[src/rtl/simd_pkg.sv]
// Shared types, opcode constants and decode helper for the SIMD issue controller.
package simd_pkg;

    typedef enum logic [2:0] {
        TYPE_NOP  = 3'd0,
        TYPE_SUB  = 3'd1,
        TYPE_MUL  = 3'd2,
        TYPE_ADD  = 3'd3,
        TYPE_FADD = 3'd4,
        TYPE_FSUB = 3'd5,
        TYPE_LOAD = 3'd6
    } instr_type_e;

    typedef enum logic [2:0] {
        ST_IDLE    = 3'd0,
        ST_FETCH   = 3'd1,
        ST_ISSUE   = 3'd2,
        ST_EXEC    = 3'd3,
        ST_MEMWAIT = 3'd4
    } state_e;

    localparam logic [10:0] OPC_NOP  = 11'b00000000000;
    localparam logic [10:0] OPC_SUB  = 11'b11001011000;
    localparam logic [10:0] OPC_MUL  = 11'b10011011000;
    localparam logic [10:0] OPC_ADD  = 11'b10001011000;
    localparam logic [10:0] OPC_FP   = 11'b00011110011;
    localparam logic [10:0] OPC_LOAD = 11'b10101010101;

    localparam logic [5:0] FP_ADD_CODE = 6'b001010;
    localparam logic [5:0] FP_SUB_CODE = 6'b001110;

    localparam logic [31:0] RET_WORD = 32'hD65F03C0;

    // FP ops share one major opcode and are told apart by bits [15:10].
    function automatic instr_type_e decode_type(input logic [31:0] word);
        instr_type_e t;
        case (word[31:21])
            OPC_NOP:  t = TYPE_NOP;
            OPC_SUB:  t = TYPE_SUB;
            OPC_MUL:  t = TYPE_MUL;
            OPC_ADD:  t = TYPE_ADD;
            OPC_LOAD: t = TYPE_LOAD;
            OPC_FP: begin
                if (word[15:10] == FP_ADD_CODE) begin
                    t = TYPE_FADD;
                end else if (word[15:10] == FP_SUB_CODE) begin
                    t = TYPE_FSUB;
                end else begin
                    t = TYPE_NOP;
                end
            end
            default:  t = TYPE_NOP;
        endcase
        return t;
    endfunction

endpackage

[src/rtl/simd_latency_timer.sv]
// Down-counter loaded on issue; expire_o is high during the last cycle of the loaded latency.
module simd_latency_timer #(
    parameter int W = 3
) (
    input  logic         clk,
    input  logic         rst_n,
    input  logic         load_i,
    input  logic [W-1:0] count_i,
    output logic         expire_o
);

    logic [W-1:0] cnt_q, cnt_d;
    logic         expire_q;

    // next count: reload on issue, otherwise count down and park at zero
    always_comb begin
        cnt_d = cnt_q;
        if (load_i) begin
            cnt_d = count_i;
        end else if (cnt_q != {W{1'b0}}) begin
            cnt_d = cnt_q - W'(1);
        end else begin
            cnt_d = cnt_q;
        end
    end

    // count and expire registers
    always_ff @(posedge clk) begin
        if (!rst_n) begin
            cnt_q    <= {W{1'b0}};
            expire_q <= 1'b0;
        end else begin
            cnt_q    <= cnt_d;
            expire_q <= (cnt_d == W'(1));
        end
    end

    assign expire_o = expire_q;

endmodule

[src/rtl/simd_issue_ctrl.sv]
// SIMD kernel fetch/issue sequencer with multi-cycle execute and special-load wait.
// Optional performance counters are enabled by defining SIMD_PERF_CNT_EN.
module simd_issue_ctrl
    import simd_pkg::*;
#(
    parameter int PC_W    = 8,
    parameter int MUL_LAT = 3,
    parameter int FP_LAT  = 4
) (
    input  logic            clk,
    input  logic            rst_n,
    input  logic            start,
    input  logic [PC_W-1:0] base_pc,
    output logic            imem_req,
    output logic [PC_W-1:0] imem_addr,
    input  logic            imem_valid,
    input  logic [31:0]     imem_rdata,
    output logic            issue_valid,
    output logic [2:0]      issue_type,
    output logic [31:0]     issue_instr,
    output logic            mem_req,
    input  logic            mem_done,
    output logic            busy,
    output logic            done
`ifdef SIMD_PERF_CNT_EN
    ,
    output logic [15:0]     cycle_cnt,
    output logic [15:0]     instr_cnt
`endif
);

    localparam int LAT_MAX = (MUL_LAT > FP_LAT) ? MUL_LAT : FP_LAT;
    localparam int TMR_W   = $clog2(LAT_MAX + 1);

    state_e            state_q, state_d;
    logic [PC_W-1:0]   pc_q, pc_d;
    logic [31:0]       instr_q, instr_d;
    logic              imem_req_q, imem_req_d;
    logic [PC_W-1:0]   imem_addr_q, imem_addr_d;
    logic              issue_valid_q, issue_valid_d;
    logic [2:0]        issue_type_q, issue_type_d;
    logic [31:0]       issue_instr_q, issue_instr_d;
    logic              mem_req_q, mem_req_d;
    logic              busy_q, busy_d;
    logic              done_q, done_d;

    instr_type_e       fetch_type_s, cur_type_s;
    logic              fetch_ret_s, cur_ret_s;
    logic              tmr_load_s, tmr_expire_s;
    logic [TMR_W-1:0]  tmr_count_s;

    assign fetch_type_s = decode_type(imem_rdata);
    assign fetch_ret_s  = (imem_rdata == RET_WORD);
    assign cur_type_s   = decode_type(instr_q);
    assign cur_ret_s    = (instr_q == RET_WORD);

    simd_latency_timer #(.W(TMR_W)) u_timer (
        .clk      (clk),
        .rst_n    (rst_n),
        .load_i   (tmr_load_s),
        .count_i  (tmr_count_s),
        .expire_o (tmr_expire_s)
    );

    // Next state; issue outputs are computed at fetch so they line up with the ISSUE cycle.
    always_comb begin
        state_d       = state_q;
        pc_d          = pc_q;
        instr_d       = instr_q;
        busy_d        = busy_q;
        issue_valid_d = 1'b0;
        done_d        = 1'b0;
        issue_type_d  = issue_type_q;
        issue_instr_d = issue_instr_q;
        tmr_load_s    = 1'b0;
        tmr_count_s   = {TMR_W{1'b0}};
        case (state_q)
            ST_IDLE: begin
                if (start) begin
                    state_d = ST_FETCH;
                    pc_d    = base_pc;
                    busy_d  = 1'b1;
                end else begin
                    state_d = ST_IDLE;
                end
            end
            ST_FETCH: begin
                if (imem_valid) begin
                    instr_d = imem_rdata;
                    state_d = ST_ISSUE;
                    if (fetch_ret_s) begin
                        done_d = 1'b1;
                        busy_d = 1'b0;
                    end else begin
                        issue_valid_d = 1'b1;
                        issue_type_d  = fetch_type_s;
                        issue_instr_d = imem_rdata;
                    end
                end else begin
                    state_d = ST_FETCH;
                end
            end
            ST_ISSUE: begin
                if (cur_ret_s) begin
                    state_d = ST_IDLE;
                end else begin
                    pc_d = pc_q + PC_W'(1);
                    case (cur_type_s)
                        TYPE_MUL: begin
                            tmr_load_s  = 1'b1;
                            tmr_count_s = TMR_W'(MUL_LAT);
                            state_d     = ST_EXEC;
                        end
                        TYPE_FADD, TYPE_FSUB: begin
                            tmr_load_s  = 1'b1;
                            tmr_count_s = TMR_W'(FP_LAT);
                            state_d     = ST_EXEC;
                        end
                        TYPE_LOAD: state_d = ST_MEMWAIT;
                        default:   state_d = ST_FETCH;
                    endcase
                end
            end
            ST_EXEC: begin
                if (tmr_expire_s) begin
                    state_d = ST_FETCH;
                end else begin
                    state_d = ST_EXEC;
                end
            end
            ST_MEMWAIT: begin
                if (mem_done) begin
                    state_d = ST_FETCH;
                end else begin
                    state_d = ST_MEMWAIT;
                end
            end
            default: state_d = ST_IDLE;
        endcase
        imem_req_d  = (state_d == ST_FETCH);
        imem_addr_d = pc_d;
        mem_req_d   = (state_d == ST_MEMWAIT);
    end

    // state and registered outputs
    always_ff @(posedge clk) begin
        if (!rst_n) begin
            state_q       <= ST_IDLE;
            pc_q          <= {PC_W{1'b0}};
            instr_q       <= 32'd0;
            imem_req_q    <= 1'b0;
            imem_addr_q   <= {PC_W{1'b0}};
            issue_valid_q <= 1'b0;
            issue_type_q  <= 3'd0;
            issue_instr_q <= 32'd0;
            mem_req_q     <= 1'b0;
            busy_q        <= 1'b0;
            done_q        <= 1'b0;
        end else begin
            state_q       <= state_d;
            pc_q          <= pc_d;
            instr_q       <= instr_d;
            imem_req_q    <= imem_req_d;
            imem_addr_q   <= imem_addr_d;
            issue_valid_q <= issue_valid_d;
            issue_type_q  <= issue_type_d;
            issue_instr_q <= issue_instr_d;
            mem_req_q     <= mem_req_d;
            busy_q        <= busy_d;
            done_q        <= done_d;
        end
    end

    assign imem_req    = imem_req_q;
    assign imem_addr   = imem_addr_q;
    assign issue_valid = issue_valid_q;
    assign issue_type  = issue_type_q;
    assign issue_instr = issue_instr_q;
    assign mem_req     = mem_req_q;
    assign busy        = busy_q;
    assign done        = done_q;

`ifdef SIMD_PERF_CNT_EN
    logic [15:0] cycle_cnt_q, instr_cnt_q;

    // saturating busy-cycle and issue counters, cleared on an accepted start
    always_ff @(posedge clk) begin
        if (!rst_n) begin
            cycle_cnt_q <= 16'd0;
            instr_cnt_q <= 16'd0;
        end else if ((state_q == ST_IDLE) && start) begin
            cycle_cnt_q <= 16'd0;
            instr_cnt_q <= 16'd0;
        end else begin
            if (busy_q && (cycle_cnt_q != 16'hFFFF)) begin
                cycle_cnt_q <= cycle_cnt_q + 16'd1;
            end else begin
                cycle_cnt_q <= cycle_cnt_q;
            end
            if (issue_valid_q && (instr_cnt_q != 16'hFFFF)) begin
                instr_cnt_q <= instr_cnt_q + 16'd1;
            end else begin
                instr_cnt_q <= instr_cnt_q;
            end
        end
    end

    assign cycle_cnt = cycle_cnt_q;
    assign instr_cnt = instr_cnt_q;
`endif

endmodule

[config.mk]
export PLATFORM = sky130hd
export DESIGN_NAME = simd_issue_ctrl
export DESIGN_NICKNAME = d
export VERILOG_FILES = /design/src/rtl/simd_pkg.sv /design/src/rtl/simd_latency_timer.sv /design/src/rtl/simd_issue_ctrl.sv
export SDC_FILE = /design/constraint.sdc
export NUM_CORES = 1
export LEC_CHECK = 0
export CORE_ASPECT_RATIO = 0.9
export CORE_MARGIN = 4
export CORE_UTILIZATION = 30
export DETAILED_ROUTE_END_ITERATION = 16
export MAX_ROUTING_LAYER = met4
export PLACE_DENSITY = 0.51
export SYNTH_ARGS = -nofsm -noshare
export SYNTH_HDL_FRONTEND = slang
export SYNTH_SLANG_ARGS = --single-unit
[constraint.sdc]
create_clock -name clk -period 4.06 [get_ports clk]
set_input_delay 0.406 -clock clk [delete_from_list [all_inputs] [get_ports clk]]
set_output_delay 0.406 -clock clk [all_outputs]
set_load 0.01 [all_outputs]
Yosys cells after proc, flatten, opt, wreduce, memory -nomap -nowiden. Index checks and enable logic that the tools add are counted.

Eq/ne operators: 31. Shift operators: 0. Bitwise logic cells: 1. Multiply operators: 0. Divide/modulo/power cells: 0. Order comparisons: 0. Reductions and logical operators: 11. Add/subtract/negate cells: 2. Muxes and demuxes: 30.

Operators by type and width (number): $eq A11 B11 Y1 const B (8); $eq A32 B32 Y1 const B (2); $pmux W3 S5 (3); $mux W3 (10); $eq A6 B4 Y1 const B (4); $eq A11 B8 Y1 const B (2); $mux W8 (2); $pmux W8 S2 (1); $eq A3 B3 Y1 const B (5); $pmux W3 S2 (2); $eq A3 B1 Y1 const B (3); $eq A3 B2 Y1 const B (3); $mux W1 (9); $reduce_and A3 Y1 (3); $add A8 B1 Y8 const B (1); $ne A2 B2 Y1 const B (4); $mux W2 (2); $reduce_and A4 Y1 (1); $reduce_bool A2 Y1 (2); $logic_not A3 Y1 (1); $reduce_bool A3 Y1 (1); $reduce_or A3 Y1 (1); $sub A3 B1 Y3 const B (1); $pmux W1 S2 (1); other kinds (3) (3).

Latch bits: 0. Bits in registers: 87. Bits in writable memories: 0. Memories: 0. Bits of input ports: 45. Memory bits (read-only): 0.

Longest topological paths before layout. Gate-level depths: netlist (run 1).

Word-level depth: 11. Gate-level depth with buffers: 7. Mapped depth without buffers: 7.

Cells and area by module. From an unflattened synthesis (run 1), not the netlist that was laid out.

Cell total of the unflattened synthesis: 423. Area, all modules: 3756.1 um^2.

Modules (own cells, without submodules): simd_issue_ctrl (times used 1, area an instance 3493.4 um^2, cells each 399, seq. area each 1661.6 um^2); simd_latency_timer (times used 1, area an instance 262.8 um^2, cells each 24, seq. area each 80.1 um^2).

Least setup slack after synthesis (run 1). OpenSTA, ideal clock, no wires.

Path type: in2reg. Start: in imem_rdata[24]. End: reg issue_instr_q[16] (netlist: issue_instr[16]). Slack: 2.232 ns. Buffers on the path: 2. Arrival: 1.708 ns. Cell stages on the path: 7. Cells stage by stage: nor4b_2 nand3_1 or3_4 and2_4 buf_6 buf_6 mux2i_1.

Word-level cells in the longest chain between the ends: 3.

RTL lines: start, declared (line simd_issue_ctrl.sv:17) `input logic [31:0] imem_rdata,`; $eq A32 B32 Y1 (line simd_issue_ctrl.sv:53) `assign fetch_ret_s = (imem_rdata == RET_WORD);`; $not A1 Y1 (no line); $reduce_and A3 Y1 (no line); end signal, assigned (line simd_issue_ctrl.sv:167) `issue_instr_q <= issue_instr_d;`; end, declared (line simd_issue_ctrl.sv:42) `logic [31:0] issue_instr_q, issue_instr_d;`.

Every way passes these cells. A chain may end at the register's enable or synchronous reset.

Worst setup path after layout (run 1).
Start: reg instr_q[26]. End: reg state_q[1].

Word-level cells in the longest chain between the ends: 7.

RTL lines: start, declared (line simd_issue_ctrl.sv:37) `logic [31:0] instr_q, instr_d;`; start signal, assigned (line simd_issue_ctrl.sv:162) `instr_q <= instr_d;`; $eq A11 B8 Y1 / $eq A11 B11 Y1 (equally long branches) (line simd_pkg.sv:37) `case (word[31:21])`; $pmux W3 S5 (line simd_pkg.sv:37); $eq A3 B3 Y1 / $eq A3 B2 Y1 (equally long branches) (line simd_issue_ctrl.sv:108) `case (cur_type_s)`; $reduce_or A3 Y1 (no line); $pmux W3 S2 (line simd_issue_ctrl.sv:108); $mux W3 * (line simd_issue_ctrl.sv:104) `if (cur_ret_s) begin`; $pmux W3 S5 * (line simd_issue_ctrl.sv:77) `case (state_q)`; end signal, assigned (line simd_issue_ctrl.sv:160) `state_q <= state_d;`; end, declared (line simd_issue_ctrl.sv:35) `state_e state_q, state_d;`.

Every way passes the cells marked *; elsewhere a longest branch is shown, timed or not.

==> results of run 1 <==
Yosys cell counts (all sizes together), types with 3 or more instances:
library cell / number
a21boi: 32
a21oi: 5
and2: 3
and4: 3
and4b: 5
buf: 8
clkbuf: 22
dfxtp: 87
ha: 3
inv: 7
mux2i: 20
nand2: 124
nand2b: 4
nand3: 27
nand4: 9
nor2: 16
nor2b: 3
nor3: 7
nor3b: 4
nor4: 5
nor4b: 9
nor4bb: 5
o21a: 3
o21ai: 25
o311ai: 3
o31a: 5
o31ai: 3
or3: 5
or4b: 3
worst max-delay path, stage by stage, from the launching register on:
cell and delay [ns]:
dfxtp_1 0.41, nor4b_2 0.34, nand3_1 0.28, nor3_2 0.84
nor3_1 0.22, o21ba_1 0.23
flip-flops by register name, summed over array words and instances (netlist names):
name              flops
state_q               3
instr_q              32
issue_type            3
done                  1
busy                  1
imem_req              1
mem_req               1
imem_addr             8
issue_valid           1
issue_instr          32
u_timer.cnt_q         3
u_timer.expire_o      1
layout make-up:
| type | count | area, um2 | share of cell area [%] |
|---|---|---|---|
| Multi-Input combinational cell | 359 | 2180 | 40.4 |
| Sequential cell | 87 | 1740 | 32.2 |
| Timing Repair Buffer | 95 | 941 | 17.4 |
| Clock buffer | 9 | 225 | 4.17 |
| Tap cell | 168 | 210 | 3.89 |
| Clock inverter | 7 | 78.8 | 1.46 |
| Inverter | 7 | 26.3 | 0.486 |
through the flow:
step,cell area [um2],cells,util (%),power (mW)
final,5400,732,40.4,2.07
after CTS,5400,732,40.4,2.10
after global routing,5400,732,40.4,2.16
after global placement,5100,716,38.2,1.23
after detailed placement,5100,716,38.2,1.23
after floorplan,4090,483,-,1.09
how the worst min path moves through the flow:
stage / from / end / slack (ns) / depth (start not counted)
4_1_cts: issue_instr[10] / issue_instr[10] / 0.46 / 2
6_report: issue_instr[0] / issue_instr[0] / 0.45 / 2
2_1_floorplan: instr_q[9] / instr_q[9] / 0.44 / 2
5_1_grt: issue_instr[15] / issue_instr[15] / 0.46 / 2
3_3_place_gp: issue_instr[27] / issue_instr[27] / 0.44 / 2
3_5_place_dp: issue_instr[4] / issue_instr[4] / 0.44 / 2
layer usage:
metal  part of all wire, %  vias up  wire length [um]  global-route usage, %
met5                     0        -                 0                      -
met2                    46       96              5560                   24.0
met3                   5.1        8               606                   4.65
li1                      -     1864                 -                      -
met1                    48     1750              5710                   21.3
met4                  0.71        0                85                   3.21
power groups by stage:
stage	sequential [mW]	clock [mW]	combinational, mW
3_3_place_gp	0.950	0	0.281
6_report	0.932	0.853	0.282
3_5_place_dp	0.951	0	0.283
4_1_cts	0.932	0.881	0.284
2_1_floorplan	0.952	0	0.141
5_1_grt	0.938	0.909	0.310
cell usage in the layout, fill, tap and decap left out, drive strengths merged, types with 7 or more instances in the layout:
cell | synthesis | layout
nor2 | 16 | 16
nor3 | 7 | 7
clkdlybuf4s50 | 0 | 91
mux2i | 20 | 20
nor4b | 9 | 9
dfxtp | 87 | 87
nand2 | 124 | 124
nand3 | 27 | 27
clkbuf | 22 | 9
o21ai | 25 | 25
inv | 7 | 10
a21boi | 32 | 32
nand4 | 9 | 9
cell families (layout without fill, tap and decap cells):
family                     Yosys count  count (layout)
xor gates and xnor gates             1               1
and+or+nand+nor                    243             243
adders and majority gates            3               3
buffers and inverters               37             118
AOI/OAI and AO/OA                   92              92
DFF                                 87              87
muxes                               20              20
==> impl_metrics.env, run 1 <==
export IMPL_worst_setup_path_type="flop to flop"
export IMPL_drt_iter0_drc=249
export IMPL_source_to_sink_clock_delay_at_the_later_pin_of_the_worst_skew_pair_ns=0.35
export IMPL_grt_setup_unrepaired="no"
export IMPL_cell_internal_pwr_mw=1.52
export IMPL_max_slew_worst_pin_slew_ns=0.939
export IMPL_max_slew_margin_rel_pct=37.0
export IMPL_detailedRoute_firstPassIterationCount=7
export IMPL_r2r_cells=5
export IMPL_synthesis_yosys_warnings=0
export IMPL_post_synth_xor_area_fraction_pct=0.214
export IMPL_route_antenna_remaining_nets=0
export IMPL_cellLeakagePower_nw=1.85
export IMPL_synth_mux_area_fraction_pct=4.90
export IMPL_yosysTopAreaCellShare_pct=42.6
export IMPL_postRouteWirelength_um=12000
export IMPL_seqPwrFrac_pct=45.1
export IMPL_timing_clock_skew_ns=0.00889
export IMPL_cts_hold_buffers_added=0
export IMPL_synth_enable_flop_cells=0
export IMPL_setup_viol_count_final=0
export IMPL_r2r_slack_ns=1.63
export IMPL_row_count=40
export IMPL_floorplan_initialDensity_pct=30.6
export IMPL_timing_critical_path_arrival_ns=2.67
export IMPL_via_count_of_the_first_global_routing_pass=3760
export IMPL_detailed_place_hpwl_um=8560
export IMPL_antenna_cells_inserted=0
export IMPL_fin_worst_hold_slack_ns=0.450
export IMPL_ctsResizeCount=0
export IMPL_nets=607
export IMPL_pin_count_of_the_biggest_net_entering_global_routing=63
export IMPL_holdCritPathClass="flop to flop"
export IMPL_power_per_cell_area_nw_per_um2=382
export IMPL_synth_compound_area_share_pct=15.7
export IMPL_core_um2=13400
export IMPL_postSynthCellCount=483
export IMPL_drive_above_1_share_pct=5.50
export IMPL_finalWorstPathRequiredPeriod_ns=2.43
export IMPL_mappedNetlistArea_um2=4090
export IMPL_final_min_period_over_clock_period_pct=59.9
export IMPL_fp_dieH_um=119
export IMPL_timing_final_max_slew_violations=0
export IMPL_worst_endpoint_required_ns=4.30
export IMPL_detail_route_vias_per_cell=5.08
export IMPL_max_freq_mhz=411
export IMPL_crit_start="instr_q[26]"
export IMPL_net_load_switching_power_uw=544
export IMPL_detail_route_wl_per_cell_um=16.3
export IMPL_cp_end_kind="flop"
export IMPL_main_combinational_cell_family_by_area_after_synthesis="simple AND/OR/NAND/NOR gates"
export IMPL_die_footprint_um2=15600
export IMPL_synthesized_nets=531
export IMPL_vdd_drop_max_mv=0.232
export IMPL_htree_num_levels=3
export IMPL_netSwitchingFraction_pct=26.3
export IMPL_critical_path_startpoint_type="flop"
export IMPL_ys_async_sr_fraction_pct=0
export IMPL_synth_seq_cells=87
export IMPL_dominant_register_cell_in_the_synthesized_netlist="dfxtp_1"
export IMPL_grt_ovfl_total=0
export IMPL_yosysSeqAreaShare_pct=42.6
export IMPL_route_vias_total=3718
export IMPL_final_hold_violation_count=0
export IMPL_yosys_area_share_adder_pct=0.919
export IMPL_cts_tree="yes"
export IMPL_synth_avg_cell_area_um2=8.46
export IMPL_fill_cells=1347
export IMPL_worst_setup_path_endpoint="state_q[1]"
export IMPL_outcome="finished, final reports clean"
export IMPL_die_w_um=131
export IMPL_cts_clk_slew_worst_paths_ns=0.07
export IMPL_drc_errors=0
export IMPL_yosysTopAreaCell="dfxtp_1"
export IMPL_maximum_count_of_clock_buffers_along_a_single_path=2
export IMPL_grt_antenna_before_repair=0
export IMPL_grt_first_pass_wirelength_um=19100
export IMPL_final_setup_tns_ns=0
export IMPL_cts_sinks=87
export IMPL_number_of_buffers_created_by_cts=9
export IMPL_cts_root_buf="clkbuf_16"
export IMPL_grt_use_total_pct=15.9
export IMPL_area_delta_synth_final_pct=32.2
export IMPL_post_cts_repair_setup_buffers=0
export IMPL_power_combinational_fraction_pct=13.6
export IMPL_count_of_input_and_output_buffers=92
export IMPL_post_synth_and_or_nand_nor_area_fraction_pct=31.5
export IMPL_share_clk_of_total_power_pct=41.3
export IMPL_timing_max_cap_violations=0
export IMPL_floorplan_io_pins=93
export IMPL_startpoint_of_the_worst_register_to_register_path="instr_q[26]"
export IMPL_synth_cell_type_count=61
export IMPL_maximum_fanout_count_along_the_critical_path=14
export IMPL_final_setup_worst_slack_ns=1.63
export IMPL_regToRegEndpoint="state_q[1]"
export IMPL_pre_cts_ws_ns=1.46
export IMPL_place_gp_congestion=0.839
export IMPL_synth_area_top_cells="dfxtp_1 43%, nand2_1 11%, a21boi_1 5.5%"
Note: power is estimated with default switching activity, not from simulation.
==> run 2: changes to the inputs <==
==> constraint.sdc (replaced) <==
create_clock -name clk -period 2.4 [get_ports clk]
set_input_delay 0.24 -clock clk [delete_from_list [all_inputs] [get_ports clk]]
set_output_delay 0.24 -clock clk [all_outputs]
set_load 0.01 [all_outputs]
==> impl_metrics.env, run 2 (same netlist as run 1, synthesis figures left out) <==
export IMPL_outcome="finished, final reports clean"
export IMPL_holdCritPathClass="primary input to flop"
export IMPL_drt_iter0_drc=257
export IMPL_fp_dieH_um=119
export IMPL_route_vias_total=3779
export IMPL_grt_antenna_before_repair=0
export IMPL_grt_use_total_pct=17.0
export IMPL_timing_clock_skew_ns=0.00834
export IMPL_power_combinational_fraction_pct=14.2
export IMPL_drive_above_1_share_pct=8.58
export IMPL_grt_ovfl_total=0
export IMPL_critical_path_n_buffers_inverters=1
export IMPL_post_cts_repair_setup_buffers=0
export IMPL_path_cells="nor4b_2, nand3_1, nor3_2, buf_4, nor3_1, a211oi_1"
export IMPL_fin_worst_hold_slack_ns=0.294
export IMPL_fill_cells=1335
export IMPL_grt_busiest_layer="met2"
export IMPL_cp_slowest_cell="dfxtp_1"
export IMPL_vdd_drop_max_mv=0.315
export IMPL_detailed_place_hpwl_um=9080
export IMPL_number_of_buffers_created_by_cts=9
export IMPL_share_clk_of_total_power_pct=41.5
export IMPL_cellLeakagePower_nw=1.94
export IMPL_place_gp_congestion=0.872
export IMPL_net_load_switching_power_uw=953
export IMPL_max_freq_mhz=486
export IMPL_maximum_fanout_count_along_the_critical_path=11
export IMPL_timing_critical_path_arrival_ns=2.33
export IMPL_die_w_um=131
export IMPL_drc_errors=0
export IMPL_final_cell_count_no_fill=751
export IMPL_floorplan_initialDensity_pct=30.6
export IMPL_timing_final_max_slew_violations=0
export IMPL_final_setup_tns_ns=0
export IMPL_max_slew_worst_pin_slew_ns=0.495
export IMPL_power_total_mw=3.56
export IMPL_final_common_cell="nand2_1"
export IMPL_maximum_count_of_clock_buffers_along_a_single_path=2
export IMPL_cts_tree="yes"
export IMPL_floorplan_io_pins=93
export IMPL_cts_sinks=87
export IMPL_core_um2=13400
export IMPL_finalWorstPathRequiredPeriod_ns=2.06
export IMPL_via_count_of_the_first_global_routing_pass=3905
export IMPL_grt_first_pass_wirelength_um=20400
export IMPL_cp_end_kind="flop"
export IMPL_routing_usage_on_met3_pct=5.29
export IMPL_detail_route_vias_per_cell=5.03
export IMPL_cp_slowest_stage_delay_ns=0.41
export IMPL_route_antenna_remaining_nets=0
export IMPL_numPlacedInstances=735
export IMPL_area_after_detailed_placement_um2=5260
export IMPL_cp_top_family="simple AND/OR/NAND/NOR gates"
export IMPL_grtUsageMet1_pct=23.0
export IMPL_cts_hold_buffers_added=0
export IMPL_area_delta_synth_final_pct=36.3
export IMPL_worst_setup_path_type="flop to flop"
export IMPL_count_of_input_and_output_buffers=92
export IMPL_power_per_cell_area_nw_per_um2=640
export IMPL_row_count=40
export IMPL_worst_endpoint_required_ns=2.67
export IMPL_stdcell_area_um2=5570
export IMPL_grt_setup_unrepaired="no"
export IMPL_source_to_sink_clock_delay_at_the_later_pin_of_the_worst_skew_pair_ns=0.35
export IMPL_final_hold_violation_count=0
export IMPL_ctsResizeCount=0
export IMPL_pin_count_of_the_biggest_net_entering_global_routing=117
export IMPL_antenna_cells_inserted=0
export IMPL_cts_clk_slew_worst_paths_ns=0.07
export IMPL_setup_viol_count_final=0
export IMPL_die_footprint_um2=15600
export IMPL_postRouteWirelength_um=12400
export IMPL_cts_root_buf="clkbuf_16"
export IMPL_htree_num_levels=3
export IMPL_most_used_cells_in_the_layout_excluding_fill_and_tap_cells="124 x nand2_1, 91 x clkdlybuf4s50_1, 87 x dfxtp_1"
export IMPL_netSwitchingFraction_pct=26.7
export IMPL_critical_path_startpoint_type="flop"
export IMPL_seqPwrFrac_pct=44.3
export IMPL_detailedRoute_firstPassIterationCount=6
export IMPL_cell_internal_pwr_mw=2.61
export IMPL_final_min_period_over_clock_period_pct=85.8
export IMPL_nets=626
export IMPL_grt_met2_usage_pct=24.7
export IMPL_detail_route_wl_per_cell_um=16.5
export IMPL_max_slew_margin_rel_pct=67.0
export IMPL_timing_max_cap_violations=0
run 2: area by class of cell:
class	instances	area [um2]	area share (%)
Tap cell	168	210	3.78
Clock inverter	7	87.6	1.57
Sequential cell	87	1740	31.3
Multi-Input combinational cell	359	2180	39.2
Timing Repair Buffer	114	1100	19.7
Inverter	7	26.3	0.472
Clock buffer	9	225	4.04
run 2: power groups by stage:
stage               logic [mW]  registers [mW]  clock network [mW]
floorplan                0.239            1.61                   0
global placement         0.503            1.61                   0
detailed placement       0.509            1.61                   0
CTS                      0.512            1.58                1.53
global route             0.556            1.59                1.58
finish                   0.506            1.58                1.48
run 2: path summary, 6_finish.rpt:
check,from,end,slack [ns],cells past startpoint
setup / recovery,instr_q[26],imem_addr[7],0.34,6
hold / removal,rst_n,state_q[2],0.29,3
setup reg to reg,instr_q[26],imem_addr[7],0.34,6
hold reg to reg,issue_instr[30],issue_instr[30],0.45,2
run 2: routing by layer:
metal  share of wire, %  vias up
met1                 48     1749
met5                  0        -
met4                1.2        0
met3                6.0       15
met2                 45      102
li1                   -     1913
run 2: per-stage QoR:
step / worst slack (ns) / util (%)
2_1_floorplan: 0.607 / -
3_3_place_gp: -0.00781 / 39.3
3_5_place_dp: 0.0139 / 39.3
4_1_cts: 0.297 / 41.7
5_1_grt: 0.136 / 41.7
6_report: 0.342 / 41.7
run 2: worst reg2reg max path, stage by stage (launching register included):
cell and delay (ns):
dfxtp_1 0.41, nor4b_2 0.36, nand3_1 0.29, nor3_2 0.38
buf_4 0.24, nor3_1 0.07, a211oi_1 0.22
==> run 3: changes to the inputs <==
--- a/config.mk
+++ b/config.mk
@@ -9,6 +9,7 @@
 export CORE_MARGIN = 4
 export CORE_UTILIZATION = 30
 export DETAILED_ROUTE_END_ITERATION = 16
+export GPL_ROUTABILITY_DRIVEN = 0
 export MAX_ROUTING_LAYER = met4
 export PLACE_DENSITY = 0.51
 export SYNTH_ARGS = -nofsm -noshare
==> results of run 3 <==
No change in the layout: final DEF, timing and power equal those of run 2.
